==> config.mk <==
export PLATFORM = sky130hd
export DESIGN_NAME = sdram_record_master
export DESIGN_NICKNAME = d
export VERILOG_FILES = /design/src/rtl/sdram_rec_pkg.sv /design/src/rtl/rec_beat_serdes.sv /design/src/rtl/sdram_record_master.sv
export SDC_FILE = /design/constraint.sdc
export NUM_CORES = 1
export LEC_CHECK = 0
export CORE_AREA = 4 4 172 174
export DETAILED_ROUTE_END_ITERATION = 16
export DIE_AREA = 0 0 176 178
export PLACE_DENSITY = 0.57
export SKIP_CTS_REPAIR_TIMING = 1
export SLEW_MARGIN = 20
export SYNTH_ARGS = -nofsm -noshare
export SYNTH_HDL_FRONTEND = slang
export SYNTH_SLANG_ARGS = --single-unit
==> constraint.sdc <==
create_clock -name clk_clk -period 5.6 [get_ports clk_clk]
set_input_delay 1.12 -clock clk_clk [delete_from_list [all_inputs] [get_ports clk_clk]]
set_output_delay 1.12 -clock clk_clk [all_outputs]
set_load 0.1 [all_outputs]
==> src/rtl/sdram_rec_pkg.sv <==
// Shared types and helpers for the SDRAM record master: state encoding,
// record/beat geometry and the record-index to byte-address mapping.
package sdram_rec_pkg;

    localparam int REC_W  = 64;
    localparam int BEAT_W = 16;
    localparam int BEATS  = 4;
    localparam int LANE_W = 2;
    localparam int CALC_W = 32;

    typedef enum logic [2:0] {
        IDLE,
        WR,
        RD_ISSUE,
        RD_WAIT,
        DONE
    } rec_state_t;

    typedef logic [BEATS-1:0][BEAT_W-1:0] rec_lanes_t;

    // Byte address of one beat; the caller truncates to the slave width,
    // which gives the required modulo-2^ADDR_W wrap.
    function automatic logic [CALC_W-1:0] rec_byte_addr(
        input logic [CALC_W-1:0] base,
        input logic [CALC_W-1:0] idx,
        input logic [LANE_W-1:0] beat
    );
        return base + (idx << 3) + {{(CALC_W-LANE_W-1){1'b0}}, beat, 1'b0};
    endfunction

endpackage

==> src/rtl/rec_beat_serdes.sv <==
// Splits a 64-bit record into four 16-bit write beats and reassembles
// returned read beats into a record; issue and return counters are independent.
module rec_beat_serdes
    import sdram_rec_pkg::*;
(
    input  logic              clk,
    input  logic              rst_n,
    input  logic              clear_i,
    input  logic [REC_W-1:0]  wdata_i,
    input  logic              issue_adv_i,
    input  logic              ret_adv_i,
    input  logic [BEAT_W-1:0] rdata_i,
    output logic [LANE_W-1:0] issue_cnt_o,
    output logic [LANE_W:0]   ret_cnt_o,
    output logic [BEAT_W-1:0] wbeat_o,
    output logic [REC_W-1:0]  rec_o
);

    logic [LANE_W-1:0] issue_q;
    logic [LANE_W:0]   ret_q;
    rec_lanes_t        wdata_q;
    rec_lanes_t        asm_q;

    // NOTE: sequential state is updated only with non-blocking assignments so
    // every register samples pre-edge values regardless of process ordering.
    always_ff @(posedge clk) begin
        if (!rst_n) begin
            issue_q <= '0;
            ret_q   <= '0;
            wdata_q <= '0;
            asm_q   <= '0;
        end else if (clear_i) begin
            issue_q <= '0;
            ret_q   <= '0;
            wdata_q <= wdata_i;
        end else begin
            if (issue_adv_i) begin
                issue_q <= issue_q + 1'b1;
            end
            // The slave returns data in order, so arrival count selects the lane.
            if (ret_adv_i && ret_q != (LANE_W+1)'(BEATS)) begin
                asm_q[ret_q[LANE_W-1:0]] <= rdata_i;
                ret_q                    <= ret_q + 1'b1;
            end
        end
    end

    assign issue_cnt_o = issue_q;
    assign ret_cnt_o   = ret_q;
    assign wbeat_o     = wdata_q[issue_q];
    assign rec_o       = asm_q;

endmodule

==> src/rtl/sdram_record_master.sv <==
// Avalon-MM pipelined-read master moving 64-bit records to/from a 16-bit
// SDRAM controller slave as four beats, with stall tolerance and timeout abort.
module sdram_record_master
    import sdram_rec_pkg::*;
#(
    parameter int                ADDR_W    = 25,
    parameter int                IDX_W     = 20,
    parameter logic [ADDR_W-1:0] BASE_ADDR = '0,
    parameter int                TIMEOUT   = 1024
) (
    input  logic              clk_clk,
    input  logic              reset_reset_n,
    input  logic              cmd_valid,
    output logic              cmd_ready,
    input  logic              cmd_write,
    input  logic [IDX_W-1:0]  cmd_idx,
    input  logic [REC_W-1:0]  cmd_wdata,
    output logic              wr_done,
    output logic              rsp_valid,
    output logic [REC_W-1:0]  rsp_data,
    output logic              err,
    output logic [ADDR_W-1:0] avm_address,
    output logic              avm_read,
    output logic              avm_write,
    output logic [BEAT_W-1:0] avm_writedata,
    output logic [1:0]        avm_byteenable,
    input  logic              avm_waitrequest,
    input  logic [BEAT_W-1:0] avm_readdata,
    input  logic              avm_readdatavalid
);

    localparam int TMO_W = $clog2(TIMEOUT + 1);

    rec_state_t        state_q, state_d;
    logic [TMO_W-1:0]  tmo_q, tmo_d;
    logic              is_wr_q;
    logic [IDX_W-1:0]  idx_q;
    logic [REC_W-1:0]  rsp_q;

    logic              cmd_accept;
    logic              beat_acc;
    logic              data_beat;
    logic              counting;
    logic              expire;
    logic              last_issue;
    logic              all_ret;
    logic [LANE_W-1:0] issue_cnt;
    logic [LANE_W:0]   ret_cnt;
    logic [BEAT_W-1:0] wbeat;
    logic [REC_W-1:0]  rec_asm;

    rec_beat_serdes u_serdes (
        .clk         (clk_clk),
        .rst_n       (reset_reset_n),
        .clear_i     (cmd_accept),
        .wdata_i     (cmd_wdata),
        .issue_adv_i (beat_acc),
        .ret_adv_i   (data_beat),
        .rdata_i     (avm_readdata),
        .issue_cnt_o (issue_cnt),
        .ret_cnt_o   (ret_cnt),
        .wbeat_o     (wbeat),
        .rec_o       (rec_asm)
    );

    assign cmd_accept = cmd_valid && cmd_ready;
    assign beat_acc   = (avm_read || avm_write) && !avm_waitrequest;
    // Read data outside a fetch is stray and must not touch the lanes.
    assign data_beat  = avm_readdatavalid && (state_q == RD_ISSUE || state_q == RD_WAIT);
    assign counting   = (state_q != IDLE) && (state_q != DONE);
    assign expire     = counting && !beat_acc && !data_beat && (tmo_q == TMO_W'(TIMEOUT - 1));
    assign last_issue = (issue_cnt == LANE_W'(BEATS - 1));
    assign all_ret    = (ret_cnt == (LANE_W+1)'(BEATS)) ||
                        (ret_cnt == (LANE_W+1)'(BEATS - 1) && data_beat);

    always_ff @(posedge clk_clk) begin
        if (!reset_reset_n) begin
            state_q <= IDLE;
            tmo_q   <= '0;
            is_wr_q <= 1'b0;
            idx_q   <= '0;
            rsp_q   <= '0;
        end else begin
            state_q <= state_d;
            tmo_q   <= tmo_d;
            if (cmd_accept) begin
                is_wr_q <= cmd_write;
                idx_q   <= cmd_idx;
            end
            if (state_q == DONE && !is_wr_q) begin
                rsp_q <= rec_asm;
            end
        end
    end

    // NOTE: every signal driven here gets a default first, so no path can
    // leave one unassigned and infer a latch.
    always_comb begin
        state_d = state_q;
        tmo_d   = '0;
        if (counting && !beat_acc && !data_beat) begin
            tmo_d = tmo_q + TMO_W'(1);
        end
        unique case (state_q)
            IDLE:     if (cmd_accept) state_d = cmd_write ? WR : RD_ISSUE;
            WR:       if (beat_acc && last_issue) state_d = DONE;
            RD_ISSUE: if (beat_acc && last_issue) state_d = all_ret ? DONE : RD_WAIT;
            RD_WAIT:  if (all_ret) state_d = DONE;
            DONE:     state_d = IDLE;
            default:  state_d = IDLE;
        endcase
        if (expire) begin
            state_d = IDLE;
        end
    end

    always_comb begin
        cmd_ready      = (state_q == IDLE);
        wr_done        = (state_q == DONE) && is_wr_q;
        rsp_valid      = (state_q == DONE) && !is_wr_q;
        err            = expire;
        avm_write      = (state_q == WR);
        avm_read       = (state_q == RD_ISSUE);
        avm_byteenable = 2'b00;
        avm_address    = '0;
        avm_writedata  = '0;
        // Address and data come straight from the issue counter, which only
        // moves on accept, so they stay stable through waitrequest.
        if (avm_read || avm_write) begin
            avm_byteenable = 2'b11;
            avm_address    = ADDR_W'(rec_byte_addr(CALC_W'(BASE_ADDR), CALC_W'(idx_q), issue_cnt));
        end
        if (avm_write) begin
            avm_writedata = wbeat;
        end
        rsp_data = rsp_valid ? rec_asm : rsp_q;
    end

endmodule

Word-level counts from Yosys, hierarchy flattened
Cells that the tools add are included.
Operators by class
  $add $sub $neg: 4
  order comparisons: 3
  equal/unequal tests: 14
  muxes and demuxes: 16
  bitwise logic cells: 2
  reductions and logical operators: 27
Operators with widths (number)
  $bwmux 64: 1
  $mux 64: 1
  $mux 16: 3
  $bmux 16 s2: 1
  $demux 16 s2: 1
  $add 23x3->24: 1
  $mux 24: 1
  $mux 3: 5
  $logic_and 1x1->1: 13
  $pmux 3 s4: 1
  $add 11x1->11 const B: 1
  $eq 11x10->1 const B: 1
  $eq 3x2->1 const B: 3
  $eq 3x3->1 const B: 2
  $lt 2x3->1 const B: 2
  $ne 2x1->1 const B: 3
  $ne 3x3->1 const B: 2
  $logic_not 1->1: 4
  $mux 2: 2
  $reduce_and 2->1: 2
  $reduce_and 4->1: 1
  $reduce_or 2->1: 2
  $add 3x1->3 const B: 1
  $eq 3x1->1 const B: 1
  other kinds (8): 11
Storage, ports and cells
  register bits after elaboration: 232
  input bits: 106
  output and inout port bits: 113
  logic and storage cells: 81

Logic depth before layout (Yosys ltp)
Gate-level depths: netlist of the first run.
  word-level depth: 8
  mapped depth: 8
  depth with buffers taken out: 6

Cells and area by module
Synthesis of the first run repeated with hierarchy kept, for this count alone.
Second synthesis, totals
  cells, all modules: 935
  area total of the unflattened synthesis: 9977.1 µm²
Modules (own cells, without submodules)
  rec_beat_serdes: instances 1, cells each 499, area each 5477.8 µm², seq. area each 2662.6 µm²
  sdram_record_master: instances 1, cells each 436, area each 4499.3 µm², seq. area each 1981.9 µm²

Least setup slack after synthesis of the first run
Ideal clock, no wire load.
  path kind: input-to-output
  start point: input port avm_readdatavalid
  end point: output port err
  data arrival time: 4.389 ns
  data required time: 4.480 ns
  path slack: 0.091 ns
  stages on the path: 3
  buffers on the path: 0
  path through: and2b_1 o32ai_4 nor4_1
Between the ends
  cells in the longest elaborated chain, start to end: 4
Ends and longest elaborated chain
  from (decl): RTL line sdram_record_master.sv:29  | input logic avm_readdatavalid
  $logic_and 1x1->1: RTL line sdram_record_master.sv:69  | assign data_beat = avm_readdatavalid && (state_q == RD_ISSUE || state_q == RD_WAIT);
  $logic_not 1->1: RTL line sdram_record_master.sv:71  | assign expire = counting && !beat_acc && !data_beat && (tmo_q == TMO_W'(TIMEOUT - 1));
  $logic_and 1x1->1 (2 in series): RTL line sdram_record_master.sv:71
  to (decl): RTL line sdram_record_master.sv:21  | output logic err,
Every way passes these cells.

Final worst setup path of the first run
  start point: register state_q[2]
  end point: output port rsp_data[62]
Between the ends
  cells in the longest elaborated chain, start to end: 3
Ends and longest elaborated chain
  from (decl): RTL line sdram_record_master.sv:34  | rec_state_t state_q, state_d;
  from (signal assigned): RTL line sdram_record_master.sv:84  | state_q <= state_d;
  $eq 3x3->1: RTL line sdram_record_master.sv:120  | rsp_valid = (state_q == DONE) && !is_wr_q;
  $logic_and 1x1->1: RTL line sdram_record_master.sv:120
  $mux 64
  to (decl): RTL line sdram_record_master.sv:20  | output logic [REC_W-1:0] rsp_data,
Every way passes these cells.

==> results of run 1 <==
==> sequential cells by signal, summed over array words and instances, names as in the netlist <==
register / cells
idx_q: 20
u_serdes.wdata_q: 64
rsp_q: 64
tmo_q: 11
state_q: 3
is_wr_q: 1
u_serdes.ret_cnt_o: 3
u_serdes.issue_cnt_o: 2
u_serdes.rec_o: 64
==> cell families after synthesis <==
kind of cell | synth area share
and+or+nand+nor | 0.1992
DFF | 0.4929
muxes | 0.1838
AOI/OAI and AO/OA | 0.05564
buffers and inverters | 0.04767
xor gates and xnor gates | 0.01115
adders and majority gates | 0.009294
other | 0.0003980
==> final timing paths <==
| path | startpoint | to | slack (ps) | cells past startpoint |
|---|---|---|---|---|
| max reg2reg | state_q[2]$_SDFFE_PP0P_ | rsp_q[62]$_SDFF_PN0_ | 3040 | 5 |
| min | idx_q[19]$_SDFFE_PN0P_ | idx_q[19]$_SDFFE_PN0P_ | 450 | 2 |
| min reg2reg | idx_q[19]$_SDFFE_PN0P_ | idx_q[19]$_SDFFE_PN0P_ | 450 | 2 |
| max | state_q[2]$_SDFFE_PP0P_ | rsp_data[62] | 670 | 5 |
==> critical path: stages, from the launching register on <==
cell and delay, ps:
dfxtp_1 580, inv_1 190, nor4_4 830, buf_12 290, mux2_1 370, clkdlybuf4s50_1 980
==> power breakdown <==
part           switching, mW  leakage [nW]  total [mW]  internal (mW)
combinational          0.330          2.70       0.517          0.187
clock                  0.658         0.401        1.62          0.957
sequential            0.0374          1.88        1.75           1.71
==> area by class of cell <==
class | instances | area (sq um) | area share
Sequential cell | 232 | 4644 | 0.3703
Multi-Input combinational cell | 664 | 4349 | 0.3467
Timing Repair Buffer | 222 | 2222 | 0.1772
Clock buffer | 39 | 780.7 | 0.06224
Tap cell | 378 | 473.0 | 0.03771
Inverter | 11 | 43.79 | 0.003491
Clock inverter | 4 | 30.03 | 0.002394
==> layer usage <==
layer  up-vias  global-route usage
met5         -                   0
met4         0             0.03086
met3        29             0.04599
met2       202              0.2399
met1      3263              0.2075
li1       3564                   -
==> synth_stat cells (11+ instances only) <==
library cell	instances
dfxtp_1	232
nand2_1	181
a21oi_1	89
and2_1	86
nor2_1	82
mux2i_1	65
mux2_2	60
clkbuf_1	35
nor2b_1	17
buf_2	16
mux4_2	16
buf_6	11
==> per-stage QoR <==
| stage | cells | util |
|---|---|---|
| final | 1550 | 0.4515 |
| after global routing | 1550 | 0.4515 |
| after CTS | 1550 | 0.4514 |
| after detailed placement | 1507 | 0.4222 |
| after global placement | 1507 | 0.4222 |
| after floorplan | 977 | - |
==> out/qor.yml, run 1 <==
final_common_cell: "dfxtp_1"
finalInstanceArea_sq_mm: 0.01254
nFillCells: 2702
clockBufferDepth: 3
rsz0062_at_grt: "no"
whs_ps: 448.6
maxSlewViolCount: 0
wl_per_cell_um: 15.81
fp.coreArea_sq_mm: 0.02778
topRoutingLayerUsed: "met4"
holdCritPathClass: "register to register"
fmax_mhz: 203.0
leakagePower_nw: 4.985
die_w_um: 176
clkSinkCount: 232
min_period_over_period: 0.8798
io-pin-count: 219
globalplace.congestion: 0.7386
layout_common_cells: "dfxtp_1, clkdlybuf4s50_1, nand2_1"
wl_met3_um: 1874
route.vias.total: 7058
insertion_delay_ps: 520
root_buffer: "clkbuf_16"
syn_area_sq_mm: 0.009423
drive_above_1_share: 0.1152
grt_pass1_vias: 6958
yosysTopAreaCellShare: 0.4929
dp_slack_ps: 1204
die_y_um: 178
postPlaceCellArea_sq_mm: 0.01173
diodes: 0
peakVddDrop_mv: 0.1992
route.met2.wl_um: 10730
synth_cells: 975
slew-limit-headroom: 0.2579
area_delta_synth_final_pct: 33.12
drc: 0
cts-htree-levels: 1
fin_ws_ps: 673.3
place.port_buffers: 215
worst_ep_required_time_ps: 4480
syn_area_per_cell_sq_um: 9.664
dp_hpwl_um: 16450
synth_ff_type: "dfxtp_1"
drt_pass1_iterations: 5
setup_viol: 0
critical_path_class: "register to output port"
fin_skew_ps: 12.24
grt_usage: 0.1518
maxCapViolations: 0
grt_max_degree: 87
cts_tree: "built"
nets: 1271
overflow: 0
fin_setup_tns_ps: 0
antenna_found_initial: 1
synth.largest_area_cell: "dfxtp_1"
die_area_sq_mm: 0.03133
synth.area.top_cells: "dfxtp_1, nand2_1, mux2_2, mux2i_1, and2_1"
synth_edf_count: 0
async_flop_share: 0
min_period_ps: 4927
critPathMaxFanout: 31
ant_nets: 0
start_util: 0.3392
cts_made_buffers: 27
yosys.cell_types.count: 45
ys_ff_latch: 232
wirelength_met1_um: 11450
status: "completed"
vias_per_cell: 4.554
grt_pass1_wl_um: 38660
hold_viol_final: 0
clkTransAtPathRegs_ps: 60
crit_path_start_kind: "register"
yosysSeqAreaShare: 0.4929
power.total_mw: 3.882
drt_iter0_markers: 363
rows: 61
cp.arrival_ps: 3810
worstMarginPinSlew_ps: 1110
wl_um: 24510
power-per-cell-area_mw_per_mm2: 309.5
ys_warn_count: 0
endpoint_kind: "output port"
Power figures use the tool's default switching activity.
==> run 2, diff against run 1 <==
Settings changed: PLACE_DENSITY 0.57 to 0.67.
==> out/qor.yml, run 2 (synthesis gave the netlist of run 1 again) <==
cp.arrival_ps: 3480  # -330 ps
critPathMaxFanout: 65  # +110%
final_util: 0.4501  # -0.001441
holdCritPathClass: "register to register"
die_y_um: 178  # unchanged
hold_viol_final: 0  # unchanged
maxSlewViolCount: 0  # unchanged
slew-limit-headroom: 0.2905  # +0.03256
busiest_layer: "met2"
fmax_mhz: 217.3  # +7.0%
status: "completed"
worstMarginPinSlew_ps: 1061  # -48.68 ps
place.port_buffers: 215  # unchanged
root_buffer: "clkbuf_16"
endpoint_kind: "output port"
dp_slack_ps: 1557  # +352.6 ps
reg2reg_setup_slack_ps: 3140  # +100 ps
diodes: 0  # unchanged
wl_um: 24420  # -0.35%
route.vias.total: 7141  # +1.2%
die_area_sq_mm: 0.03133  # unchanged
vias_per_cell: 4.604  # +1.1%
crit_start: "state_q[2]$_SDFFE_PP0P_"
r2r-end: "state_q[0]$_SDFFE_PP0P_"
cts_made_buffers: 25  # -7.4%
rows: 61  # unchanged
power.total_mw: 3.905  # +0.58%
maxCapViolations: 0  # unchanged
area_delta_synth_final_pct: 32.69
postPlaceCellArea_sq_mm: 0.01167  # -0.47%
fin_cells: 1551  # +0.065%
setup_viol: 0  # unchanged
clkSinkCount: 232  # unchanged
wl_per_cell_um: 15.75  # -0.42%
io-pin-count: 219  # unchanged
whs_ps: 448.5  # -0.02600 ps
fin_ws_ps: 997.2  # +324.0 ps
antenna_found_initial: 0  # -1
clkTransAtPathRegs_ps: 60  # about the same
min_period_over_period: 0.8219  # -0.05785
fin_skew_ps: 15.25  # +3.011 ps
finalInstanceArea_sq_mm: 0.01250  # -0.32%
worstRegToRegCells: 5  # unchanged
cts_tree: "built"
rsz0062_at_grt: "no"
grt_max_degree: 88  # +1.1%
fp.coreArea_sq_mm: 0.02778  # unchanged
overflow: 0  # unchanged
grt_use_met1: 0.1950  # -0.01249
drc: 0  # unchanged
clockBufferDepth: 3  # unchanged
ant_nets: 0  # unchanged
worst_ep_required_time_ps: 4480  # about the same
die_w_um: 176  # unchanged
drt_pass1_iterations: 5  # unchanged
nets: 1269  # -0.16%
grt_pass1_vias: 7083  # +1.8%
critPathCapture: "rsp_data[33]"
cts-htree-levels: 1  # unchanged
insertion_delay_ps: 520  # about the same
power-per-cell-area_mw_per_mm2: 312.3  # +0.90%
start_util: 0.3392  # unchanged
grt_pass1_wl_um: 38420  # -0.62%
rr_startpoint: "state_q[0]$_SDFFE_PP0P_"
fin_setup_tns_ps: 0  # unchanged
use_met3: 0.04705  # +0.001060
drt_iter0_markers: 415  # +14%
placed_cells: 1507  # unchanged
dp_hpwl_um: 16440  # about the same
min_period_ps: 4603  # -324.0 ps
leakagePower_nw: 5.028  # +0.87%
peakVddDrop_mv: 0.2277  # +14%
final_common_cell: "dfxtp_1"
grtUsageMet2: 0.2478  # +0.007884
crit_path_start_kind: "register"
grt_usage: 0.1505  # -0.001298
drive_above_1_share: 0.1338  # +0.01866
globalplace.congestion: 0.7709  # +4.4%
critical_path_class: "register to output port"
layout_common_cells: "dfxtp_1, clkdlybuf4s50_1, nand2_1"
## run 2: worst min path at each step
stage                        endpoint              startpoint  depth (start not counted)
5_1_grt        idx_q[18]$_SDFFE_PN0P_  idx_q[18]$_SDFFE_PN0P_                          2
4_1_cts        idx_q[14]$_SDFFE_PN0P_  idx_q[14]$_SDFFE_PN0P_                          2
6_report        idx_q[8]$_SDFFE_PN0P_   idx_q[8]$_SDFFE_PN0P_                          2
3_3_place_gp    idx_q[7]$_SDFFE_PN0P_   idx_q[7]$_SDFFE_PN0P_                          2
2_1_floorplan     tmo_q[0]$_SDFF_PN0_     tmo_q[0]$_SDFF_PN0_                          1
3_5_place_dp   idx_q[14]$_SDFFE_PN0P_  idx_q[14]$_SDFFE_PN0P_                          2
## run 2: per-layer routing
metal,vias to the layer above,wire length [um]
met5,-,0
met4,0,503
met3,37,1948
met2,219,11100
met1,3328,10880
li1,3557,-
## run 2: critical path, cell delays in order, from the launching register on
cell,delay [ps]
dfxtp_1,600
inv_1,200
nor4_4,360
buf_12,350
mux2_2,250
clkdlybuf4s50_1,1130
## run 2: cell type report
class | instances | area (sq um)
flip-flops and latches | 232 | 4644
multi-input cells | 664 | 4349
clock inverters | 8 | 71.32
inverters | 11 | 43.79
well taps | 378 | 473.0
fillers | 2735 | 15280
clock buffers | 36 | 757.0
repair buffers | 222 | 2165
## run 2: report_power, final
group / switching, mW / internal (mW) / total (mW)
Clock: 0.654 / 0.979 / 1.63
Sequential: 0.0362 / 1.71 / 1.75
Combinational: 0.336 / 0.188 / 0.523
==> run 3, diff against run 2 <==
Settings changed: PLACE_DENSITY 0.67 to 0.7.
Clock period 5.6 ns to 3.8 ns, I/O delays scaled along.
==> out/qor.yml, run 3 (synthesis gave the netlist of run 1 again) <==
status: "completed"
reg2reg_setup_slack_ps: 1490  # -1650 ps
leakagePower_nw: 5.438  # +8.1%
setup_viol: 0  # unchanged
switchingPower_mw: 1.544  # +50%
maxCapViolations: 0  # unchanged
worst_ep_required_time_ps: 3040  # -1440 ps
die_y_um: 178  # unchanged
wl_um: 24840  # +1.7%
cts_tree: "built"
vias_per_cell: 4.629  # +0.54%
ant_nets: 0  # unchanged
placed_cells: 1512  # +0.33%
globalplace.congestion: 0.7986  # +3.6%
wl_per_cell_um: 15.92  # +1.1%
clockBufferDepth: 3  # unchanged
clkTransAtPathRegs_ps: 60  # about the same
critPathMaxFanout: 28  # -57%
power_frac_seq: 0.440  # -0.008
drt_pass1_iterations: 5  # unchanged
hold_viol_final: 0  # unchanged
crit_start: "state_q[2]$_SDFFE_PP0P_"
drc: 0  # unchanged
die_w_um: 176  # unchanged
worstRegToRegCells: 4  # -1
grt_pass1_wl_um: 39070  # +1.7%
power.share.clock: 0.429  # +0.011
clkSinkCount: 232  # unchanged
root_buffer: "clkbuf_16"
power-per-cell-area_mw_per_mm2: 444.6  # +42%
whs_ps: 449.7  # +1.132 ps
start_util: 0.3392  # unchanged
route.vias.total: 7221  # +1.1%
dp_hpwl_um: 17290  # +5.1%
layout_common_cells: "dfxtp_1, nand2_1, clkdlybuf4s50_1"
power.total_mw: 5.866  # +50%
grt_pass1_vias: 7230  # +2.1%
rsz0062_at_grt: "no"
final_util: 0.4749  # +0.02486
pwr-share-comb: 0.132  # -0.002
diodes: 0  # unchanged
drt_iter0_markers: 315  # -24%
fin_cells: 1560  # +0.58%
intPower_mw: 4.322  # +50%
die_area_sq_mm: 0.03133  # unchanged
insertion_delay_ps: 520  # about the same
grt_max_degree: 76  # -14%
fin_setup_tns_ps: 0  # unchanged
nFillCells: 2588  # -5.4%
min_period_ps: 3508
holdCritPathClass: "register to register"
cp.arrival_ps: 2750  # -730 ps
peakVddDrop_mv: 0.3301  # +45%
drive_above_1_share: 0.2140  # +0.08020
cts_made_buffers: 26  # +4.0%
critical_path_class: "register to output port"
fin_skew_ps: 8.073  # -7.179 ps
critPathCapture: "rsp_data[33]"
antenna_found_initial: 1  # +1
min_period_over_period: 0.9230
worstMarginPinSlew_ps: 991.3  # -69.64 ps
switching_share: 0.2632  # +0.0004114
crit_path_start_kind: "register"
fmax_mhz: 285.1
rows: 61  # unchanged
grt_usage: 0.1530  # +0.002506
fp.coreArea_sq_mm: 0.02778  # unchanged
place.port_buffers: 215  # unchanged
cts-htree-levels: 1  # unchanged
io-pin-count: 219  # unchanged
nets: 1275  # +0.47%
final_common_cell: "dfxtp_1"
rr_startpoint: "state_q[1]$_SDFFE_PP0P_"
overflow: 0  # unchanged
r2r-end: "u_serdes.rec_o[57]$_SDFFE_PN0P_"
area_delta_synth_final_pct: 40.02
maxSlewViolCount: 0  # unchanged
slew-limit-headroom: 0.3382  # +0.04774
endpoint_kind: "output port"
[run 3: cell count changes in the layout (fill, tap and decap cells not counted), moves of 2 or more]
cell / delta
buf_4: +29
clkdlybuf4s50_1: -91
clkbuf_8: -5
buf_12: +67
clkbuf_16: +2
clkbuf_1: +5
[run 3: how the worst min path moves through the flow]
stage | startpoint | endpoint | slack, ps | depth (start not counted)
6_report | u_serdes.wdata_q[35]$_SDFFE_PN0P_ | u_serdes.wdata_q[35]$_SDFFE_PN0P_ | 450 | 2
2_1_floorplan | tmo_q[0]$_SDFF_PN0_ | tmo_q[0]$_SDFF_PN0_ | 430 | 1
3_5_place_dp | idx_q[4]$_SDFFE_PN0P_ | idx_q[4]$_SDFFE_PN0P_ | 440 | 2
5_1_grt | idx_q[10]$_SDFFE_PN0P_ | idx_q[10]$_SDFFE_PN0P_ | 470 | 2
4_1_cts | idx_q[4]$_SDFFE_PN0P_ | idx_q[4]$_SDFFE_PN0P_ | 450 | 2
3_3_place_gp | idx_q[7]$_SDFFE_PN0P_ | idx_q[7]$_SDFFE_PN0P_ | 440 | 2
[run 3: critical path, cell delays in order (launching register included)]
cell and delay [ps]:
dfxtp_1 600, inv_1 200, nor4_4 530, buf_12 260, mux2_2 370, buf_4 240
[run 3: power by group through the flow]
stage,Sequential [mW],Combinational [mW],Clock [mW]
2_1_floorplan,2.61,0.551,0
3_3_place_gp,2.63,0.773,0
5_1_grt,2.59,0.834,2.70
6_report,2.58,0.772,2.51
4_1_cts,2.58,0.782,2.59
3_5_place_dp,2.63,0.779,0
[run 3: routing by layer]
metal  routed length (um)  global-route usage
met1                10560              0.1896
met2                11160              0.2531
met3                 2656             0.06231
met4                  442             0.03151
met5                   13                   0
[run 3: stage by stage]
stage,setup slack [ps],cell area (sq um)
finish,292.5,13190
global route,117.8,13190
CTS,254.2,13190
detailed placement,722.4,12330
global placement,688.1,12330
floorplan,199.9,9437
[run 3: final cells by class]
class | count | area [sq um] | area share
sequential | 232 | 4644 | 0.3520
multi-input combinational | 664 | 4355 | 0.3301
timing repair buffer | 227 | 2813 | 0.2132
clock buffer | 38 | 757.0 | 0.05737
tap | 378 | 473.0 | 0.03585
clock inverter | 10 | 107.6 | 0.008156
inverter | 11 | 43.79 | 0.003319
